### config.mk
export PLATFORM = sky130hd
export DESIGN_NAME = lsu
export DESIGN_NICKNAME = d
export VERILOG_FILES = /design/src/rtl/lsu.sv
export SDC_FILE = /design/constraint.sdc
export NUM_CORES = 1
export LEC_CHECK = 0
export ABC_AREA = 1
export CELL_PAD_IN_SITES_DETAIL_PLACEMENT = 1
export CELL_PAD_IN_SITES_GLOBAL_PLACEMENT = 2
export CORE_MARGIN = 10
export CORE_UTILIZATION = 25
export CTS_BUF_LIST = sky130_fd_sc_hd__clkbuf_16
export DETAILED_ROUTE_END_ITERATION = 12
export GPL_TIMING_DRIVEN = 1
export PLACE_DENSITY_LB_ADDON = 0.15
export RECOVER_POWER = 50
export SLEW_MARGIN = 0
export SYNTH_ARGS = -nofsm -noshare
export SYNTH_HDL_FRONTEND = slang
export SYNTH_SLANG_ARGS = --single-unit
### constraint.sdc
create_clock -name clk -period 3.3 [get_ports clk]
set_input_delay 0.825 -clock clk [delete_from_list [all_inputs] [get_ports clk]]
set_output_delay 0.825 -clock clk [all_outputs]
set_load 0.05 [all_outputs]
### src/rtl/lsu.sv
// Load/store unit: accepts one load or store at a time, checks alignment,
// drives a word-aligned byte-enabled access to the data memory and returns
// an extended load result or store completion over a valid/ready handshake.
module lsu #(
   parameter int ADDR_WIDTH = 32,
   parameter int DATA_WIDTH = 32
) (
   input  logic                  clk,
   input  logic                  rst_n,
   input  logic                  req_valid,
   output logic                  req_ready,
   input  logic                  req_we,
   input  logic [2:0]            req_funct3,
   input  logic [ADDR_WIDTH-1:0] req_addr,
   input  logic [DATA_WIDTH-1:0] req_wdata,
   input  logic [4:0]            req_rd,
   output logic                  resp_valid,
   input  logic                  resp_ready,
   output logic [DATA_WIDTH-1:0] resp_data,
   output logic [4:0]            resp_rd,
   output logic                  resp_err,
   output logic [ADDR_WIDTH-1:0] mem_addr,
   input  logic [DATA_WIDTH-1:0] mem_rd_data,
   output logic                  mem_wr_en,
   output logic [ADDR_WIDTH-1:0] mem_wr_addr,
   output logic [DATA_WIDTH-1:0] mem_wr_data,
   output logic [3:0]            mem_byte_en
);

   typedef enum logic [1:0] {
      IDLE   = 2'd0,
      ACCESS = 2'd1,
      RESP   = 2'd2
   } state_t;

   state_t                  state_q, state_d;
   logic                    we_q, we_d;
   logic [2:0]              funct3_q, funct3_d;
   logic [ADDR_WIDTH-1:0]   addr_q, addr_d;
   logic [DATA_WIDTH-1:0]   wdata_q, wdata_d;
   logic [4:0]              rd_q, rd_d;
   logic [DATA_WIDTH-1:0]   resp_data_q, resp_data_d;
   logic                    resp_err_q, resp_err_d;

   logic                    err_s;
   logic [DATA_WIDTH-1:0]   shifted_s;
   logic [DATA_WIDTH-1:0]   load_s;
   logic [DATA_WIDTH-1:0]   lane_data_s;
   logic [3:0]              lane_be_s;
   logic                    wr_s;

   // Decode the latched request: legality, alignment, store lanes, load extension.
   always_comb begin
      err_s       = 1'b0;
      load_s      = {DATA_WIDTH{1'b0}};
      lane_data_s = {DATA_WIDTH{1'b0}};
      lane_be_s   = 4'b0000;
      shifted_s   = mem_rd_data >> {addr_q[1:0], 3'b000};
      case (funct3_q)
         3'b000: begin
            load_s      = {{24{shifted_s[7]}}, shifted_s[7:0]};
            lane_data_s = {4{wdata_q[7:0]}};
            lane_be_s   = 4'b0001 << addr_q[1:0];
         end
         3'b001: begin
            err_s       = addr_q[0];
            load_s      = {{16{shifted_s[15]}}, shifted_s[15:0]};
            lane_data_s = {2{wdata_q[15:0]}};
            lane_be_s   = addr_q[1] ? 4'b1100 : 4'b0011;
         end
         3'b010: begin
            err_s       = (addr_q[1:0] != 2'b00);
            load_s      = shifted_s;
            lane_data_s = wdata_q;
            lane_be_s   = 4'b1111;
         end
         3'b100: begin
            err_s  = we_q;
            load_s = {24'h000000, shifted_s[7:0]};
         end
         3'b101: begin
            err_s  = we_q | addr_q[0];
            load_s = {16'h0000, shifted_s[15:0]};
         end
         default: begin
            err_s = 1'b1;
         end
      endcase
   end

   // Next-state and capture logic of the request/response FSM.
   always_comb begin
      state_d     = state_q;
      we_d        = we_q;
      funct3_d    = funct3_q;
      addr_d      = addr_q;
      wdata_d     = wdata_q;
      rd_d        = rd_q;
      resp_data_d = resp_data_q;
      resp_err_d  = resp_err_q;
      case (state_q)
         IDLE: begin
            if (req_valid) begin
               we_d     = req_we;
               funct3_d = req_funct3;
               addr_d   = req_addr;
               wdata_d  = req_wdata;
               rd_d     = req_rd;
               state_d  = ACCESS;
            end else begin
               state_d  = IDLE;
            end
         end
         ACCESS: begin
            resp_err_d  = err_s;
            resp_data_d = (err_s || we_q) ? {DATA_WIDTH{1'b0}} : load_s;
            state_d     = RESP;
         end
         RESP: begin
            if (resp_ready) begin
               state_d = IDLE;
            end else begin
               state_d = RESP;
            end
         end
         default: begin
            state_d = IDLE;
         end
      endcase
   end

   // State and latched-request registers; reset drops any in-flight work.
   always_ff @(posedge clk or negedge rst_n) begin
      if (!rst_n) begin
         state_q     <= IDLE;
         we_q        <= 1'b0;
         funct3_q    <= 3'b000;
         addr_q      <= {ADDR_WIDTH{1'b0}};
         wdata_q     <= {DATA_WIDTH{1'b0}};
         rd_q        <= 5'd0;
         resp_data_q <= {DATA_WIDTH{1'b0}};
         resp_err_q  <= 1'b0;
      end else begin
         state_q     <= state_d;
         we_q        <= we_d;
         funct3_q    <= funct3_d;
         addr_q      <= addr_d;
         wdata_q     <= wdata_d;
         rd_q        <= rd_d;
         resp_data_q <= resp_data_d;
         resp_err_q  <= resp_err_d;
      end
   end

   // Write strobe decodes straight from state so reset removes it at once.
   assign wr_s        = (state_q == ACCESS) && we_q && !err_s;
   assign mem_wr_en   = wr_s;
   assign mem_byte_en = wr_s ? lane_be_s : 4'b0000;
   assign mem_wr_data = wr_s ? lane_data_s : {DATA_WIDTH{1'b0}};
   assign mem_addr    = {addr_q[ADDR_WIDTH-1:2], 2'b00};
   assign mem_wr_addr = {addr_q[ADDR_WIDTH-1:2], 2'b00};
   assign req_ready   = (state_q == IDLE);
   assign resp_valid  = (state_q == RESP);
   assign resp_data   = resp_data_q;
   assign resp_rd     = rd_q;
   assign resp_err    = resp_err_q;

endmodule

Yosys cells after proc, flatten, opt, wreduce, memory -nomap -nowiden
Cells that the tools add are included.
Word-level totals
  register bits: 108
  output and inout bits: 141
  logic and storage cells: 36
Cells by class
  equality and inequality tests: 6
  shift operators: 2
  multiplexer cells: 11
  bitwise operators: 1
  reduce and logical (&&, ||, !) cells: 8
Operators by type and width (number)
  $pmux W32 S5: 1
  $pmux W32 S3: 1
  $mux W32: 2
  $shr A32 B5 Y32: 1
  $pmux W4 S3: 1
  $mux W4: 2
  $eq A3 B3 Y1 const B: 2
  $pmux W2 S3: 1
  $pmux W1 S5: 1
  $shl A1 B2 Y4 const A: 1
  $eq A3 B1 Y1 const B: 1
  $eq A3 B2 Y1 const B: 1
  $logic_not A3 Y1: 1
  $eq A2 B1 Y1 const B: 1
  $eq A2 B2 Y1 const B: 1
  $logic_and A1 B1 Y1: 2
  $logic_not A2 Y1: 1
  $mux W2: 1
  $reduce_and A2 Y1: 1
  $reduce_bool A2 Y1: 1
  $logic_not A1 Y1: 1
  $logic_or A1 B1 Y1: 1
  $mux W1: 1
  $or A1 B1 Y1: 1

Longest topological paths before layout
  depth after elaboration: 5
  depth in mapped cells: 10

Worst setup path after synthesis
OpenSTA, ideal clock, no wires.
  path kind: reg-to-output
  from: register funct3_q[0]
  to: output port mem_byte_en[2]
  data arrival time: 1.904 ns
  data required time: 2.475 ns
  path slack: 0.571 ns
  stages on the path, launching flop included: 8
  cells stage by stage: dfrtp_1 inv_1 nand3_2 buf_2 nand2_1 buf_2 o21ai_0 a21oi_1
Between the ends
  longest elaborated chain between the ends: 5
Ends and longest elaborated chain
  from (decl): line 38  | logic [2:0] funct3_q, funct3_d;
  from (signal assigned): line 146  | funct3_q <= funct3_d;
  $eq A3 B3 Y1 (tied with other cells): line 59  | case (funct3_q)
  $pmux W1 S5: line 59
  $logic_not A1 Y1: line 156  | assign wr_s = (state_q == ACCESS) && we_q && !err_s;
  $logic_and A1 B1 Y1: line 156
  $mux W4 (*): line 158  | assign mem_byte_en = wr_s ? lane_be_s : 4'b0000;
  to (decl): line 27  | output logic [3:0] mem_byte_en
Mark *: on every way between the ends. The rest lies on a longest branch, timed or not.

Final worst setup path
  from: register funct3_q[1]
  to: output port mem_wr_data[16]
Between the ends
  longest elaborated chain between the ends: 5
Ends and longest elaborated chain
  $eq A3 B3 Y1 (tied with other cells): line 59
  $pmux W1 S5: line 59
  $logic_not A1 Y1: line 156
  $logic_and A1 B1 Y1: line 156
  $mux W32 (*): line 159  | assign mem_wr_data = wr_s ? lane_data_s : {DATA_WIDTH{1'b0}};
  to (decl): line 26  | output logic [DATA_WIDTH-1:0] mem_wr_data,
Marks and branches as above.

==> impl_metrics.json <==
{
  "drc_errors": 0,
  "ys_ff_latch": 108,
  "min_from": "resp_data[13]",
  "ios": 250,
  "drv_slew": 35,
  "cpMostUsedCell": "nor2_1",
  "cp.required_ns": 2.47,
  "path_cells": "inv_2 > nor2_1 > nor2_2 > nand4_4 > nor2_1 > buf_12",
  "io_buffers": 245,
  "startpoint_type": "register",
  "fmax_mhz": 319.9,
  "synthXorXnorAreaFrac_pct": 0,
  "antenna_found_initial": 5,
  "status": "finished, violations left",
  "multi_input_area_mm2": 0.002361,
  "clkLatencyLatePin_ns": 0.35,
  "pwr_density_cell_mw_per_mm2": 1050,
  "violations": "capacitance limit, slew limit",
  "fillers": 2834,
  "ys_types": 25,
  "first_global_vias": 6032,
  "grt_pass1_wl_mm": 35.80,
  "hold_class": "register to register",
  "ys_seq_area_share_pct": 45.46,
  "clockRootBuffer": "clkbuf_16",
  "avgRoutedWirePerCell_um": 17.56,
  "finalCritPeriodShare_pct": 94.72,
  "synth_warnings": 0,
  "rr_worst_depth": 5,
  "regArea_mm2": 0.002703,
  "leakage_nw": 4.178,
  "setup-violations-final": 0,
  "period_minus_slack_ns": 3.126,
  "gp_congestion": 0.7960,
  "drt_wl_total_mm": 22.83,
  "worstPathArrival_ns": 2.30,
  "ant_nets": 0,
  "crit_start": "funct3_q[1]",
  "grt_max_degree": 55,
  "cts_tree": "built",
  "rsz0062_at_grt": "true",
  "die-area_mm2": 0.03035,
  "postCtsSetupBuffers": 0,
  "cts_sinks": 108,
  "worstReg2RegStart": "state_q[0]",
  "numCtsBuffers": 9,
  "slowest_stage": "dfrtp_1",
  "max_slew.worst_pin.slew_ns": 1.774,
  "clk_pin_slew_ns": 0.08,
  "grt_overflow_total": 0,
  "finalHoldViolCount": 0,
  "place_inst": 1281,
  "syn_area_per_cell_um2": 7.384,
  "die_x_um": 174.2,
  "synth_compound_area_share_pct": 7.030,
  "endpoint_kind": "output pin",
  "synthSimpleGateAreaFrac_pct": 32.14,
  "design.core.area_mm2": 0.02340,
  "vias": 5512,
  "final_layout_size_suffix_gt1_share_pct": 8.487,
  "max_slew_margin_pct": -18.30,
  "synth_mux_area_share_pct": 0,
  "hold_buffers": 0,
  "ir_drop_v": 0.0004540,
  "p_total_mw": 9.288,
  "initial_core_util_pct": 25.40,
  "cts_resized": 0,
  "clock_skew_ns": 0.007343,
  "vias_per_cell": 4.240,
  "dr.pass1.iters": 6,
  "synth_fa_ha_area_share_pct": 0,
  "max_cap_viol_count": 1,
  "synthToLayoutAreaGrowth_pct": 48.79,
  "die_y_um": 174.2,
  "cpPeakStageDelay_ns": 0.47,
  "nets": 1082,
  "synth_top_family_by_area": "simple AND/OR/NAND/NOR gates",
  "synth_area_mm2": 0.005944,
  "cts_max_path_buffers": 2,
  "drt_iter0_drc": 276,
  "crit_fanout": 37,
  "grtUsageTotal_pct": 14.95,
  "crit_type": "register to output pin",
  "synth_cells": 805,
  "htreeDepth": 3,
  "rows": 56,
  "min_path_cells": 2,
  "instances_no_fill": 1300,
  "hpwlAfterDp_mm": 17.48
}
-- flip-flops by register name, summed over array words and instances (netlist names) --
signal	flops
funct3_q	3
addr_q	32
we_q	1
resp_data	32
state_q	2
wdata_q	32
resp_rd	5
resp_err	1
-- layout make-up --
class / instances / area share, %
diodes: 3 / 0.08488
multi-input cells: 547 / 26.69
clock inverters: 7 / 0.8629
well taps: 319 / 4.513
clock buffers: 9 / 2.546
repair buffers: 258 / 32.65
inverters: 49 / 2.094
flip-flops and latches: 108 / 30.56
-- critical path, delay by kind of cell (launching register included) --
kind,cells,cell delay (ns)
and+or+nand+nor,4,1.14
buffers and inverters,2,0.32
DFF,1,0.47
-- layout by cell type (no fill, tap or decap), drive strengths merged --
master,synthesis,layout
nand3,33,33
inv,49,50
dlygate4sd3,0,1
bufinv,0,1
clkinv,0,2
nor2,72,72
clkdlybuf4s50,0,206
clkbuf,12,18
o22ai,8,8
a22oi,15,15
buf,92,42
diode,0,3
conb,1,4
clkinvlp,0,3
nand2,363,363
o21ai,42,42
dfrtp,108,108
a21oi,9,9
nand4,1,1
-- final timing paths --
kind	endpoint	slack, ns
worst max-delay path	mem_wr_data[16]	0.17
worst min-delay path	resp_data[13]	0.48
worst max register to register	resp_err	1.03
worst min register to register	resp_data[13]	0.48
max in group asynchronous	wdata_q[4]	0.75
min in group asynchronous	resp_data[14]	0.78
-- where the power goes --
group / switching (mW) / total (mW) / leakage (nW) / internal [mW]
Combinational: 4.01 / 5.81 / 2.67 / 1.80
Clock: 0.555 / 1.15 / 0.141 / 0.595
Sequential: 0.432 / 2.33 / 1.37 / 1.90
Total: 5.00 / 9.29 / 4.18 / 4.29
-- metrics by stage --
step / setup TNS (ns) / setup slack [ns] / utilization [%] / hold WS (ns) / instance area [µm²]
2_1_floorplan: 0 / 0.5711 / - / 0.4497 / 5956
3_3_place_gp: 0 / 0.5363 / 36.63 / 0.4635 / 8573
3_5_place_dp: 0 / 0.5234 / 36.63 / 0.4662 / 8573
4_1_cts: 0 / 0.1261 / 37.92 / 0.4863 / 8875
5_1_grt: -0.3180 / -0.05056 / 37.77 / 0.5047 / 8840
6_report: 0 / 0.1743 / 37.79 / 0.4825 / 8845
-- per-layer routing --
metal / share of wire, % / up-vias / GRT usage, %
met5: 0.12 / - / 0
met4: 1.5 / 4 / 4.453
met3: 8.6 / 20 / 6.457
met2: 47 / 147 / 24.05
met1: 43 / 2598 / 17.68
li1: - / 2743 / -
-- Yosys cell counts --
library cell / number / area (µm²)
nand2_1: 358 / 1344
dfrtp_1: 108 / 2703
nor2_1: 67 / 251.5
buf_4: 66 / 495.5
inv_1: 44 / 165.2
nand3_1: 27 / 135.1
o21ai_0: 23 / 115.1
o21ai_1: 19 / 95.09
buf_2: 16 / 80.08
a22oi_1: 15 / 112.6
clkbuf_1: 12 / 45.04
a21oi_1: 9 / 45.04
buf_6: 9 / 101.4
o22ai_1: 8 / 50.05
inv_2: 5 / 18.77
nand3_2: 5 / 50.05
nand2_2: 4 / 25.02
nor2_2: 2 / 12.51
nor2_4: 2 / 22.52
buf_1: 1 / 3.750
conb_1: 1 / 3.750
nand2_4: 1 / 11.26
nand3_4: 1 / 17.52
nand4_4: 1 / 21.27
nor2_8: 1 / 20.02
-- logic make-up (layout without fill, tap and decap cells) --
| family | Yosys count | count (layout) |
|---|---|---|
| buffers and inverters | 153 | 323 |
| other | 1 | 7 |
| and+or+nand+nor | 469 | 469 |
| AOI/OAI and AO/OA | 74 | 74 |
| DFF | 108 | 108 |
(Power assumes the default switching activity.)
